[src/rtl/apb_pkg.sv]
// Shared types for the APB command master: FSM state encoding and
// command/response records at the default bus widths.
package apb_pkg;

  localparam int unsigned ADDR_W_DEF = 5;
  localparam int unsigned DATA_W_DEF = 32;

  typedef enum logic [1:0] {
    IDLE,
    SETUP,
    ACCESS,
    RESP
  } apb_state_e;

  typedef struct packed {
    logic                  write;
    logic [ADDR_W_DEF-1:0] addr;
    logic [DATA_W_DEF-1:0] wdata;
  } apb_cmd_t;

  typedef struct packed {
    logic [DATA_W_DEF-1:0] rdata;
    logic                  err;
  } apb_rsp_t;

endpackage

[src/rtl/apb_cmd_master.sv]
// APB3 initiator: valid/ready command stream in, registered APB transfer out,
// read data/error on a response stream. Optional ACCESS timeout: APB_TIMEOUT_EN.
module apb_cmd_master
  import apb_pkg::*;
#(
  parameter int unsigned ADDR_W      = ADDR_W_DEF,
  parameter int unsigned DATA_W      = DATA_W_DEF,
  parameter int unsigned TIMEOUT_CYC = 255
) (
  input  logic              clk,
  input  logic              rst,
  input  logic              cmd_valid,
  output logic              cmd_ready,
  input  logic              cmd_write,
  input  logic [ADDR_W-1:0] cmd_addr,
  input  logic [DATA_W-1:0] cmd_wdata,
  output logic              rsp_valid,
  input  logic              rsp_ready,
  output logic [DATA_W-1:0] rsp_rdata,
  output logic              rsp_err,
  output logic              apb_psel,
  output logic              apb_penable,
  output logic              apb_pwrite,
  output logic [ADDR_W-1:0] apb_paddr,
  output logic [DATA_W-1:0] apb_pwdata,
  input  logic [DATA_W-1:0] apb_prdata,
  input  logic              apb_pready,
  input  logic              apb_pslverr
);

  apb_state_e state_q, state_d;
  logic       accept;
  logic       timeout_hit;

  // cmd_ready is a flop, so the first cycle after reset is IDLE but not yet ready
  assign accept = (state_q == IDLE) && cmd_valid && cmd_ready;

`ifdef APB_TIMEOUT_EN
  localparam int unsigned CNT_W = $clog2(TIMEOUT_CYC + 1);

  logic [CNT_W-1:0] to_cnt_q;

  // Fires on the TIMEOUT_CYC-th waited ACCESS cycle; a same-cycle pready wins
  assign timeout_hit = (state_q == ACCESS) && !apb_pready &&
                       (to_cnt_q == CNT_W'(TIMEOUT_CYC - 1));

  always_ff @(posedge clk or posedge rst) begin
    if (rst) begin
      to_cnt_q <= '0;
    end else if (state_q == SETUP) begin
      to_cnt_q <= '0;
    end else if ((state_q == ACCESS) && !apb_pready) begin
      to_cnt_q <= to_cnt_q + CNT_W'(1);
    end
  end
`else
  logic unused_timeout_cfg;

  assign unused_timeout_cfg = (TIMEOUT_CYC != 0);
  assign timeout_hit        = 1'b0;
`endif

  always_ff @(posedge clk or posedge rst) begin
    if (rst) begin
      state_q <= IDLE;
    end else begin
      state_q <= state_d;
    end
  end

  always_comb begin
    state_d = state_q;
    unique case (state_q)
      IDLE:    if (accept) state_d = SETUP;
      SETUP:   state_d = ACCESS;
      ACCESS:  if (apb_pready || timeout_hit) state_d = RESP;
      RESP:    if (rsp_ready) state_d = IDLE;
      default: state_d = IDLE;
    endcase
  end

  always_ff @(posedge clk or posedge rst) begin
    if (rst) begin
      cmd_ready   <= 1'b0;
      apb_psel    <= 1'b0;
      apb_penable <= 1'b0;
      apb_pwrite  <= 1'b0;
      apb_paddr   <= '0;
      apb_pwdata  <= '0;
      rsp_valid   <= 1'b0;
      rsp_rdata   <= '0;
      rsp_err     <= 1'b0;
    end else begin
      cmd_ready <= (state_d == IDLE);
      unique case (state_q)
        IDLE: begin
          if (accept) begin
            apb_psel   <= 1'b1;
            apb_pwrite <= cmd_write;
            apb_paddr  <= cmd_addr;
            apb_pwdata <= cmd_write ? cmd_wdata : '0;
          end
        end
        SETUP: begin
          apb_penable <= 1'b1;
        end
        ACCESS: begin
          if (apb_pready || timeout_hit) begin
            apb_psel    <= 1'b0;
            apb_penable <= 1'b0;
            apb_pwrite  <= 1'b0;
            apb_paddr   <= '0;
            apb_pwdata  <= '0;
            rsp_valid   <= 1'b1;
            rsp_rdata   <= (apb_pready && !apb_pwrite) ? apb_prdata : '0;
            rsp_err     <= apb_pready ? apb_pslverr : 1'b1;
          end
        end
        RESP: begin
          if (rsp_ready) begin
            rsp_valid <= 1'b0;
            rsp_rdata <= '0;
            rsp_err   <= 1'b0;
          end
        end
        default: ;
      endcase
    end
  end

endmodule

[config.mk]
export PLATFORM = sky130hd
export DESIGN_NAME = apb_cmd_master
export DESIGN_NICKNAME = d
export VERILOG_FILES = /design/src/rtl/apb_pkg.sv /design/src/rtl/apb_cmd_master.sv
export SDC_FILE = /design/constraint.sdc
export NUM_CORES = 1
export LEC_CHECK = 0
export ABC_CLOCK_PERIOD_IN_PS = 3000
export CELL_PAD_IN_SITES_DETAIL_PLACEMENT = 1
export CELL_PAD_IN_SITES_GLOBAL_PLACEMENT = 1
export CORE_MARGIN = 5
export CORE_UTILIZATION = 45
export DETAILED_ROUTE_END_ITERATION = 6
export DONT_BUFFER_PORTS = 1
export MAX_ROUTING_LAYER = met4
export PLACE_DENSITY = 0.75
export SETUP_SLACK_MARGIN = 0.05
export SKIP_CTS_REPAIR_TIMING = 1
export SYNTH_ARGS = -nofsm -noshare
export SYNTH_HDL_FRONTEND = slang
export SYNTH_SLANG_ARGS = --single-unit
[constraint.sdc]
create_clock -name clk -period 3 [get_ports clk]
set_clock_uncertainty 0.1 [all_clocks]
set_input_delay 0.45 -clock clk [delete_from_list [all_inputs] [get_ports clk]]
set_output_delay 0.45 -clock clk [all_outputs]
set_load 0.005 [all_outputs]
# After elaboration in Yosys (flattened, before gate mapping)
# Cells that the tools add are included.
# classes
add_sub_neg,0
mul,0
n_div,0
n_lt_le_gt_ge,0
n_eq_ne,6
shifts,0
mux,26
bitwise,0
n_reduce_logical,12
# ops
cell,n
$mux 32,6
$pmux 32 s2,2
$mux 5,2
$pmux 1 s2,5
$pmux 5 s2,1
$pmux 2 s4,1
$mux 1,6
$mux 2,3
$ne 2x2->1 const B,3
$reduce_and 3->1,2
$reduce_bool 2->1,3
$eq 2x2->1 const B,2
$logic_not 2->1,2
$logic_and 1x1->1,3
$eq 2x1->1 const B,1
$reduce_and 2->1,1
$logic_not 1->1,1
# word_totals
regBits,77
latchBits,0
ram_bits,0
mem_bits_ro,0
input_bits,76
out_inout_bits,75
word_cells,54
n_memories,0

# Depth between registers and ports, before layout
# Gate-level depths: netlist of run 1.
# logic_depth
depth_word,6
ltp_mapped,6
ltp_nobuf,3

# Least setup slack after synthesis of run 1
# OpenSTA, ideal clock, no wires.
# synth_path
path_kind,input port to flip-flop
start,input rsp_ready
end,register rsp_rdata[10]
setup_ps,125
arrival_ps,1431
required_time_ps,2775
slack_ps,1343
path_stages,5
n_path_buf,2
path_cell_list,mux2_2 > and2_1 > buf_6 > buf_6 > mux2_4
# synth_between
elab_chain_len,2
# synth_lines
item,line_no,rtl
start: declaration,apb_cmd_master.sv:18,"input logic rsp_ready,"
$ne 2x2->1 (no source line),n/a,
$reduce_and 3->1 (no source line),n/a,
end signal: assignment,apb_cmd_master.sv:115,rsp_rdata <= (apb_pready && !apb_pwrite) ? apb_prdata : '0;
end: declaration,apb_cmd_master.sv:19,"output logic [DATA_W-1:0] rsp_rdata,"
# No other way between the ends.
# A chain may end at the register's enable or synchronous reset.

# Worst setup path after layout of run 1
# layout_path
start,register state_q[0]
end,register rsp_rdata[21]
# layout_between
elab_chain_len,3
word_cells_on_any_way,7
cone_classes,eq/ne (4); mux (1); reduce/logical (2)
# layout_lines
item,line_no,rtl
start: declaration,apb_cmd_master.sv:31,"apb_state_e state_q, state_d;"
start signal: assignment,apb_cmd_master.sv:67,state_q <= state_d;
$eq 2x2->1,apb_cmd_master.sv:95,unique case (state_q)
$ne 2x2->1 (no source line) or $reduce_bool 2->1 (tied branches),n/a,
$reduce_and 3->1 (no source line),n/a,
# Parallel ways exist; a longest one is shown, timed or not.

==> results.rst, run 1 <==
.. list-table::
   :header-rows: 1

   * - Metric
     - Value
   * - Synth-to-layout area growth
     - 9.28%
   * - Post-DR vias/cell
     - 5.98
   * - RSZ-0062 raised after global routing
     - no
   * - IO Pins
     - 151
   * - GRT overflow
     - 0
   * - Worst relative slew slack
     - 31.1%
   * - Average detailed-routed wire length per instance
     - 23.1 um
   * - Clock transition at path regs
     - 0.08 ns
   * - Insertion delay of the later-clocked pin in the worst-skew pair
     - 0.33 ns
   * - Post-detailed-route DRC marker count
     - 0
   * - Worst R2R End
     - rsp_rdata[21]
   * - Number of setup violations in the final report
     - 0
   * - TritonCTS Buffers
     - 9
   * - Utilization of the core after routing
     - 49.6%
   * - Initial standard-cell utilization of the core
     - 45.4%
   * - Count of port buffers added during placement
     - 0
   * - Maximum buffer depth of the clock tree
     - 2
   * - Static leakage power
     - 0.00166 uW
   * - Post-layout nets
     - 290
   * - Final Hold Fails
     - 0
   * - Routability cong.
     - 0.697
   * - Layout fillers
     - 672
   * - Die span in x
     - 92.1 um
   * - Wirelength, routed
     - 6920 um
   * - TritonCTS clock tree
     - done
   * - Outcome
     - completed
   * - Req. time, crit path
     - 3.12 ns
   * - Final Slew Violations
     - 0
   * - CP Data Arrival Time
     - 2.35 ns
   * - Slack of the worst reg-to-reg path
     - 0.77 ns
   * - Sequential-to-total area share from yosys stat
     - 63.5%
   * - Die Outline Area
     - 0.00848 mm^2
   * - Cell variety after synth
     - 26
   * - Area occupied by registers
     - 0.00193 mm^2
   * - Gr usage total
     - 17.1%
   * - R2r worst-path depth
     - 3
   * - Detailed-routing iteration count for the pre-antenna-repair pass
     - 4
   * - Part of the cycle the worst path needs
     - 74.3%
   * - CP Launch Type
     - flop
   * - Number of placed instances with taps included
     - 282
   * - HP Class
     - in -> reg
   * - Finished Cell Area
     - 0.00331 mm^2
   * - Initial drt markers
     - 103
   * - Slew at the pin closest to its max-slew limit
     - 1.03 ns
   * - Pwr Density
     - 963 mW/mm^2
   * - Die Height
     - 92.1 um
   * - Fraction of layout cells with a size suffix above 1
     - 16.0%
   * - Clock Sink Count
     - 77
   * - Number of global-route vias before repair
     - 1999
   * - Last element of the critical path
     - rsp_rdata[21]
   * - Total power after layout
     - 3190 uW
   * - Maximum capacitance violations
     - 0
   * - Net Count, Synth
     - 292
   * - Initial antenna violation count
     - 0
   * - Placeable core area
     - 0.00668 mm^2
   * - Worst flop-to-flop path startpoint
     - state_q[0]
   * - Post-Synthesis Mean Instance Area
     - 14.0 um^2
   * - CP startpoint
     - state_q[0]
   * - Worst Path Class, Setup
     - reg -> reg
   * - Depth of the CTS H-tree
     - 3
   * - Footprint of the multi-input gates
     - 996 um^2
   * - Register bit total from synthesis
     - 77
   * - Leading cell types in the layout, fill and taps excluded
     - 77 x sky130_fd_sc_hd__dfrtp_1, 50 x sky130_fd_sc_hd__a22o_1, 20 x sky130_fd_sc_hd__and3_1
   * - Maximum number of pins on one net before global-route repair
     - 40
   * - Final critical-path required period
     - 2.23 ns
   * - Post-detailed-placement half-perimeter wirelength
     - 4950 um
   * - Final-layout setup total negative slack
     - 0 ns
   * - Number of nets with antenna violations after detailed routing
     - 0
   * - Antenna Cells
     - 0
   * - Vias post-DR
     - 1788
   * - Non-filler cells in the finished layout
     - 299
   * - Post-synthesis instance total
     - 216
   * - Global-route wire length before repair
     - 11000 um
   * - Clock root buffer
     - sky130_fd_sc_hd__clkbuf_8
   * - Highest fanout seen on the critical path
     - 19
   * - Number of synthesis warnings
     - 0
   * - Area of the mapped netlist
     - 0.00303 mm^2
   * - Maximum resistive drop on vdd
     - 0.347 mV
   * - Std-Cell Rows
     - 30
   * - Cell Area, Placed
     - 0.00307 mm^2
   * - Kind of capture point of the worst setup path
     - flop
   * - Maximum frequency from static timing analysis
     - 448 MHz
   * - Leading cell type in the layout, fill and taps excluded
     - sky130_fd_sc_hd__dfrtp_1
-- report_power, final --
part	switching [uW]	leakage, uW	internal (uW)
Clock	380	0.000113	498
Sequential	298	0.00103	1340
Combinational	330	0.000520	346
-- logic make-up (layout without fill, tap and decap cells) --
logic type / Yosys count / after routing / synth area share, %
flops: 77 / 77 / 63.5
mux: 20 / 20 / 8.66
buf+inv: 22 / 25 / 4.33
compound gates: 62 / 62 / 16.8
simple gates: 35 / 35 / 6.68
-- area by class of cell --
class | count | share of cell area (%)
inverters | 3 | 0.378
multi-input cells | 117 | 30.0
clock inverters | 6 | 2.83
flip-flops and latches | 77 | 58.1
clock buffers | 10 | 4.15
well taps | 80 | 3.02
repair buffers | 6 | 1.43
-- per-stage QoR --
step | setup WS (ns) | hold slack, ns
after floorplan | 0.483 | 0.383
final | 0.770 | 0.121
after CTS | 0.745 | -0.0586
after global routing | 0.566 | 0.109
after global placement | 0.828 | 0.313
after detailed placement | 0.757 | 0.316
-- synth_stat cells, drive strengths merged --
master / count / area (um^2)
a21o: 1 / 7.51
a21oi: 2 / 10.0
a22o: 50 / 438
a31oi: 2 / 12.5
and2: 2 / 12.5
and3: 20 / 125
buf: 12 / 92.6
clkbuf: 7 / 27.5
dfrtp: 77 / 1930
inv: 3 / 11.3
mux2: 20 / 263
nand2: 5 / 18.8
nand2b: 1 / 6.26
nand3: 1 / 5.00
nor2: 2 / 7.51
nor2b: 2 / 12.5
nor3: 1 / 5.00
nor4bb: 1 / 10.0
o21a: 1 / 7.51
o21ai: 5 / 25.0
o2bb2ai: 1 / 8.76
-- state kept, by name, indices dropped and copies added, names as in the netlist --
signal,count
rsp_valid,1
state_q,2
apb_pwrite,1
rsp_rdata,32
rsp_err,1
apb_paddr,5
apb_psel,1
apb_pwdata,32
cmd_ready,1
apb_penable,1
-- metal layers --
| metal | vias to the layer above | part of all wire (%) | GRT usage (%) |
|---|---|---|---|
| met4 | 0 | 1.1 | 5.57 |
| met3 | 8 | 8.9 | 6.40 |
| met2 | 88 | 49 | 27.0 |
| met5 | - | 0 | - |
| met1 | 900 | 41 | 20.4 |
| li1 | 792 | - | - |
-- worst min path at each step --
| stage | startpoint | endpoint | cells after the start |
|---|---|---|---|
| 2_1_floorplan | rsp_rdata[15] | rsp_rdata[15] | 1 |
| 3_3_place_gp | rst | apb_pwdata[24] | 1 |
| 3_5_place_dp | rst | apb_pwdata[26] | 1 |
| 4_1_cts | rst | apb_pwdata[28] | 1 |
| 5_1_grt | cmd_wdata[4] | apb_pwdata[4] | 1 |
| 6_report | rsp_ready | state_q[0] | 1 |
-- critical path, cell delays in order (launching register included) --
cell	delay, ns
sky130_fd_sc_hd__dfrtp_1	0.51
sky130_fd_sc_hd__mux2_2	0.29
sky130_fd_sc_hd__and2_1	0.81
sky130_fd_sc_hd__mux2_1	0.39
No activity file was read; power rests on OpenSTA's default activity.
==> inputs of run 2 (changes only) <==
--- a/config.mk
+++ b/config.mk
@@ -5,11 +5,11 @@
 export SDC_FILE = /design/constraint.sdc
 export NUM_CORES = 1
 export LEC_CHECK = 0
-export ABC_CLOCK_PERIOD_IN_PS = 3000
+export ABC_CLOCK_PERIOD_IN_PS = 2000
 export CELL_PAD_IN_SITES_DETAIL_PLACEMENT = 1
 export CELL_PAD_IN_SITES_GLOBAL_PLACEMENT = 1
 export CORE_MARGIN = 5
-export CORE_UTILIZATION = 45
+export CORE_UTILIZATION = 43
 export DETAILED_ROUTE_END_ITERATION = 6
 export DONT_BUFFER_PORTS = 1
 export MAX_ROUTING_LAYER = met4
==> constraint.sdc (replaced) <==
create_clock -name clk -period 2 [get_ports clk]
set_clock_uncertainty 0.1 [all_clocks]
set_input_delay 0.3 -clock clk [delete_from_list [all_inputs] [get_ports clk]]
set_output_delay 0.3 -clock clk [all_outputs]
set_load 0.005 [all_outputs]
==> run 2 against run 1 <==
Die area grew 4.1%. Sequential cell count is the same. First-iteration DRC count shrank 52%. Largest cell class unchanged.
==> results.rst, run 2 (synthesis gave the netlist of run 1 again) <==
.. list-table::
   :header-rows: 1

   * - Metric
     - Value
   * - Wirelength, routed
     - 8190 um
   * - Switching power
     - 1570 uW
   * - Number of setup violations in the final report
     - 0
   * - Static leakage power
     - 0.00188 uW
   * - Initial drt markers
     - 49
   * - HP Class
     - in -> reg
   * - Synth-to-layout area growth
     - 27.5%
   * - Maximum frequency from static timing analysis
     - 549 MHz
   * - Detailed-routing iteration count for the pre-antenna-repair pass
     - 4
   * - Part of the total power dissipated in the clock network
     - 22.7%
   * - Internal power of the cells
     - 3170 uW
   * - Average detailed-routed wire length per instance
     - 22.1 um
   * - IO Pins
     - 151
   * - Req. time, crit path
     - 2.11 ns
   * - Die Height
     - 94.0 um
   * - Fraction of power spent switching nets
     - 33.1%
   * - RSZ-0062 raised after global routing
     - no
   * - Fraction of layout cells with a size suffix above 1
     - 14.2%
   * - Utilization of the core after routing
     - 56.6%
   * - Routability cong.
     - 0.681
   * - Highest fanout seen on the critical path
     - 20
   * - Antenna Cells
     - 0
   * - Post-Place Worst Slack
     - 0.160 ns
   * - Maximum resistive drop on vdd
     - 0.446 mV
   * - Final Slew Violations
     - 0
   * - Leading cell types in the layout, fill and taps excluded
     - 77 x sky130_fd_sc_hd__dfrtp_1, 51 x sky130_fd_sc_hd__dlygate4sd3_1, 50 x sky130_fd_sc_hd__a22o_1
   * - Area occupied by registers
     - 0.00193 mm^2
   * - CP Data Arrival Time
     - 1.93 ns
   * - Top Registers
     - apb_pwdata (32), rsp_rdata (32), apb_paddr (5)
   * - Footprint of the multi-input gates
     - 996 um^2
   * - Final critical-path required period
     - 1.82 ns
   * - Kind of capture point of the worst setup path
     - flop
   * - Post-detailed-route DRC marker count
     - 0
   * - Gr usage total
     - 16.8%
   * - Outcome
     - completed
   * - Final worst hold slack
     - 0.0158 ns
   * - Number of global-route vias before repair
     - 2063
   * - Depth of the CTS H-tree
     - 3
   * - Number of nets with antenna violations after detailed routing
     - 0
   * - CP startpoint
     - state_q[0]
   * - Die Outline Area
     - 0.00883 mm^2
   * - Worst path setup slack after routing
     - 0.179 ns
   * - Pwr Density
     - 1230 mW/mm^2
   * - Count of port buffers added during placement
     - 0
   * - Insertion delay of the later-clocked pin in the worst-skew pair
     - 0.33 ns
   * - Part of the cycle the worst path needs
     - 91.1%
   * - Clock root buffer
     - sky130_fd_sc_hd__clkbuf_8
   * - CP Launch Type
     - flop
   * - Post-detailed-placement half-perimeter wirelength
     - 5190 um
   * - Clock transition at path regs
     - 0.07 ns
   * - Initial standard-cell utilization of the core
     - 44.4%
   * - Worst Path Class, Setup
     - reg -> reg
   * - Slew at the pin closest to its max-slew limit
     - 0.545 ns
   * - GRT overflow
     - 0
   * - Initial antenna violation count
     - 0
   * - Global-route wire length before repair
     - 11100 um
   * - Std-Cell Rows
     - 30
   * - Final Hold Fails
     - 0
   * - Final-layout setup total negative slack
     - 0 ns
   * - Worst relative slew slack
     - 63.6%
   * - TritonCTS clock tree
     - done
   * - Leading cell type in the layout, fill and taps excluded
     - sky130_fd_sc_hd__dfrtp_1
   * - Vias post-DR
     - 2063
   * - Worst hold path startpoint
     - cmd_wdata[11]
   * - Worst flop-to-flop path startpoint
     - state_q[0]
   * - Combinational group share of total power
     - 26.0%
   * - Maximum capacitance violations
     - 0
   * - Maximum number of pins on one net before global-route repair
     - 43
   * - Maximum buffer depth of the clock tree
     - 2
   * - Die span in x
     - 94.0 um
   * - Layout fillers
     - 676
   * - Flop pwr share
     - 51.3%
   * - Post-layout nets
     - 345
   * - TritonCTS Buffers
     - 9
   * - Clock Sink Count
     - 77
   * - Placeable core area
     - 0.00683 mm^2
   * - Post-DR vias/cell
     - 5.58
==> run 2: cell types whose count changed in the layout (fill, tap and decap cells not counted) <==
cell	delta
sky130_fd_sc_hd__buf_12	+3
sky130_fd_sc_hd__buf_4	+2
sky130_fd_sc_hd__bufinv_16	-2
sky130_fd_sc_hd__clkbuf_1	+1
sky130_fd_sc_hd__clkbuf_8	+1
sky130_fd_sc_hd__clkinv_2	-1
sky130_fd_sc_hd__clkinv_4	-1
sky130_fd_sc_hd__clkinvlp_4	+3
sky130_fd_sc_hd__dlygate4sd3_1	+50
sky130_fd_sc_hd__inv_6	-1
==> run 2: power groups by stage <==
stage          Sequential (uW)  Clock (uW)  Combinational (uW)
2_1_floorplan             2300           0                 973
3_3_place_gp              2450           0                1090
3_5_place_dp              2460           0                1140
4_1_cts                   2440        1120                1150
5_1_grt                   2490        1210                1350
6_report                  2430        1080                1230
==> run 2: metal layers <==
metal	vias to the layer above	track usage, %	wire length, um
li1	900	-	-
met1	1055	20.5	3200
met2	101	25.7	4130
met3	7	5.69	788
met4	0	6.74	73
met5	-	-	0
==> run 2: critical path: stages (launching register included) <==
cell and delay, ns:
sky130_fd_sc_hd__dfrtp_1 0.45, sky130_fd_sc_hd__buf_4 0.18, sky130_fd_sc_hd__nand2_1 0.33, sky130_fd_sc_hd__and3_1 0.33, sky130_fd_sc_hd__mux2_1 0.30
==> run 2: layout make-up <==
class	instances	area share (%)
sequential	77	49.8
multi-input combinational	117	25.8
timing repair buffer	61	16.1
clock buffer	12	4.01
tap	96	3.11
clock inverter	4	0.809
inverter	3	0.388
==> run 2: stage by stage <==
step	total power, uW	area [um^2]	instances
finish	4740	3870	370
global route	5050	3870	370
CTS	4710	3360	319
global placement	3540	3170	303
floorplan	3280	3040	216
detailed placement	3610	3170	303
==> run 2: final timing paths <==
kind | end | slack [ns] | depth (start not counted)
max | rsp_rdata[15] | 0.18 | 4
min | apb_pwdata[11] | 0.02 | 1
max reg2reg | rsp_rdata[15] | 0.18 | 4
min reg2reg | rsp_rdata[18] | 0.42 | 1
max in group asynchronous | rsp_rdata[13] | 1.10 | 3
min in group asynchronous | rsp_rdata[4] | 0.24 | 2
==> inputs of run 3 (changes only) <==
--- a/config.mk
+++ b/config.mk
@@ -5,11 +5,12 @@
 export SDC_FILE = /design/constraint.sdc
 export NUM_CORES = 1
 export LEC_CHECK = 0
+export ABC_AREA = 1
 export ABC_CLOCK_PERIOD_IN_PS = 2000
 export CELL_PAD_IN_SITES_DETAIL_PLACEMENT = 1
 export CELL_PAD_IN_SITES_GLOBAL_PLACEMENT = 1
 export CORE_MARGIN = 5
-export CORE_UTILIZATION = 43
+export CORE_UTILIZATION = 40
 export DETAILED_ROUTE_END_ITERATION = 6
 export DONT_BUFFER_PORTS = 1
 export MAX_ROUTING_LAYER = met4
==> run 3 against run 2 <==
Synthesized cell count grew 81%. Hold slack lost 0.0083 ns. Critical path depth grew 1. Power grew 15%. Wire length grew 18%. Combinational power grew 24%. Sequential share of layout area shrank 0.48 points. Sequential cell count is the same. Clock-buffer cell count shrank 1. Largest cell class unchanged.
==> results.rst, run 3 <==
.. list-table::
   :header-rows: 1

   * - Metric
     - Value
   * - Die Outline Area
     - 0.0104 mm^2
   * - Pwr Density
     - 1400 mW/mm^2
   * - Global-route wire length before repair
     - 14900 um
   * - Register bit total from synthesis
     - 77
   * - Most repeated cell in the gate-level netlist after synthesis
     - sky130_fd_sc_hd__nand2_1
   * - Utilization of the core after routing
     - 47.5%
   * - CP Launch Type
     - flop
   * - R2r worst-path depth
     - 5
   * - Post-layout nets
     - 479
   * - Worst relative slew slack
     - 59.3%
   * - Number of setup violations in the final report
     - 0
   * - Area of the mapped netlist
     - 0.00337 mm^2
   * - Post-synthesis instance total
     - 390
   * - Maximum frequency from static timing analysis
     - 636 MHz
   * - Final critical-path required period
     - 1.57 ns
   * - Last element of the critical path
     - rsp_rdata[8]
   * - Insertion delay of the later-clocked pin in the worst-skew pair
     - 0.33 ns
   * - Static leakage power
     - 0.00206 uW
   * - Layout fillers
     - 948
   * - Kind of capture point of the worst setup path
     - flop
   * - Die span in x
     - 102 um
   * - Maximum number of pins on one net before global-route repair
     - 52
   * - Primary flip-flop cell chosen by synthesis mapping
     - sky130_fd_sc_hd__dfrtp_1
   * - Non-filler cells in the finished layout
     - 512
   * - Maximum capacitance violations
     - 0
   * - CP startpoint
     - apb_pwrite
   * - Wirelength, routed
     - 9660 um
   * - HP Class
     - in -> reg
   * - Highest fanout seen on the critical path
     - 19
   * - Routability cong.
     - 0.734
   * - Antenna Cells
     - 0
   * - Cell variety after synth
     - 18
   * - Number of synthesis warnings
     - 0
   * - Synth-to-layout area growth
     - 16.0%
   * - Top Registers
     - apb_pwdata (32), rsp_rdata (32), apb_paddr (5)
   * - Library cell with the largest summed area after synthesis
     - sky130_fd_sc_hd__dfrtp_1
   * - Depth of the CTS H-tree
     - 3
   * - TritonCTS clock tree
     - done
   * - Die Height
     - 102 um
   * - Total power after layout
     - 5450 uW
   * - Net Count, Synth
     - 466
   * - Leading cell type in the layout, fill and taps excluded
     - sky130_fd_sc_hd__nand2_1
   * - Outcome
     - completed
   * - Leading cell types in the layout, fill and taps excluded
     - 115 x sky130_fd_sc_hd__nand2_1, 97 x sky130_fd_sc_hd__nand3_1, 77 x sky130_fd_sc_hd__dfrtp_1
   * - Placeable core area
     - 0.00822 mm^2
   * - Post-detailed-placement half-perimeter wirelength
     - 6420 um
   * - Fraction of registers with async set/reset
     - 100%
   * - Final Hold Fails
     - 0
   * - TritonCTS Buffers
     - 9
   * - Number of placed instances with taps included
     - 474
   * - Worst Path Class, Setup
     - reg -> reg
   * - Synth top area share
     - 57.2%
   * - Ranking of synthesized cells by instance count
     - 115 x sky130_fd_sc_hd__nand2_1, 97 x sky130_fd_sc_hd__nand3_1, 77 x sky130_fd_sc_hd__dfrtp_1
   * - Number of global-route vias before repair
     - 2877
   * - Gr usage total
     - 18.8%
   * - Slew at the pin closest to its max-slew limit
     - 0.610 ns
   * - Post-DR vias/cell
     - 5.51
   * - Maximum buffer depth of the clock tree
     - 2
   * - Largest cells by area after synthesis
     - sky130_fd_sc_hd__dfrtp_1 57%, sky130_fd_sc_hd__nand3_1 14%, sky130_fd_sc_hd__nand2_1 13%
   * - Clock root buffer
     - sky130_fd_sc_hd__clkbuf_8
   * - Worst R2R End
     - rsp_rdata[8]
   * - Post-detailed-route DRC marker count
     - 0
   * - Initial standard-cell utilization of the core
     - 41.0%
   * - RSZ-0062 raised after global routing
     - no
   * - Clock transition at path regs
     - 0.08 ns
   * - Post-Synthesis Mean Instance Area
     - 8.63 um^2
   * - Sequential-to-total area share from yosys stat
     - 57.2%
   * - Worst flop-to-flop path startpoint
     - apb_pwrite
   * - Part of the cycle the worst path needs
     - 78.6%
   * - Initial drt markers
     - 76
   * - IO Pins
     - 151
   * - Std-Cell Rows
     - 33
   * - Req. time, crit path
     - 2.12 ns
   * - Final worst hold slack
     - 0.00744 ns
   * - Clock Sink Count
     - 77
   * - Average detailed-routed wire length per instance
     - 18.9 um
   * - Count of port buffers added during placement
     - 0
   * - Slack of the worst reg-to-reg path
     - 0.43 ns
   * - CP Data Arrival Time
     - 1.69 ns
   * - Final-layout setup total negative slack
     - 0 ns
   * - Fraction of layout cells with a size suffix above 1
     - 8.35%
   * - GRT overflow
     - 0
   * - Vias post-DR
     - 2823
   * - Initial antenna violation count
     - 0
   * - Maximum resistive drop on vdd
     - 0.497 mV
   * - Count of flip-flops with a built-in enable after synthesis
     - 0
   * - Number of nets with antenna violations after detailed routing
     - 0
   * - Detailed-routing iteration count for the pre-antenna-repair pass
     - 4
   * - Final Slew Violations
     - 0
-- run 3: changes by cell type after synthesis, sizes merged, moves of 11 or more --
cell,previous run,this run
nand4,0,32
nand3,1,99
nand2,5,116
buf,12,23
a22o,50,0
mux2,20,0
and3,20,0
nor2,2,22
-- run 3: area by class of cell --
class / count / area [um^2] / area share [%]
Sequential cell: 77 / 1930 / 49.3
Inverter: 8 / 33.8 / 0.865
Tap cell: 105 / 131 / 3.36
Clock buffer: 11 / 131 / 3.36
Clock inverter: 4 / 97.6 / 2.50
Timing Repair Buffer: 36 / 340 / 8.72
Multi-Input combinational cell: 271 / 1240 / 31.8
-- run 3: how the worst min path moves through the flow --
stage | from | to | cells after the start | slack (ns)
6_report | cmd_wdata[5] | apb_pwdata[5] | 2 | 0.007
5_1_grt | cmd_wdata[27] | apb_pwdata[27] | 2 | 0.0002
4_1_cts | rst | apb_pwdata[6] | 2 | -0.16
3_5_place_dp | rst | apb_pwdata[25] | 2 | 0.21
3_3_place_gp | rst | apb_pwdata[25] | 2 | 0.20
2_1_floorplan | apb_prdata[0] | rsp_rdata[0] | 2 | 0.31
-- run 3: report_power, final --
part / total (uW) / switching, uW / leakage [uW] / internal [uW]
Combinational: 1520 / 1030 / 0.000929 / 495
Sequential: 2570 / 488 / 0.00102 / 2080
Clock: 1360 / 538 / 0.000110 / 824
-- run 3: metrics by stage --
stage	instance area, um^2	setup slack (ns)
6_report	3910	0.429
5_1_grt	3910	0.286
4_1_cts	3670	0.404
3_5_place_dp	3450	0.432
3_3_place_gp	3450	0.452
2_1_floorplan	3370	0.711
-- run 3: cell families after synthesis --
logic type             after synthesis  synth area share [%]
AND/OR/NAND/NOR                    269                  36.6
AO/OA/AOI/OAI                        2                 0.372
flip-flops                          77                  57.2
buffers and inverters               42                  5.83
-- run 3: critical path, stage by stage (launching register included) --
cell and delay [ns]:
sky130_fd_sc_hd__dfrtp_1 0.47, sky130_fd_sc_hd__clkinv_1 0.48, sky130_fd_sc_hd__nand3_1 0.22, sky130_fd_sc_hd__nor2_1 0.06, sky130_fd_sc_hd__nand2_1 0.07, sky130_fd_sc_hd__nand2_1 0.06
-- run 3: metal layers --
| layer | GRT usage (%) | wire length (um) | vias to the layer above |
|---|---|---|---|
| met3 | 6.54 | 891 | 5 |
| met2 | 29.0 | 4640 | 103 |
| met1 | 23.3 | 4070 | 1387 |
| met5 | - | 0 | - |
| met4 | 5.52 | 60 | 0 |
| li1 | - | - | 1328 |
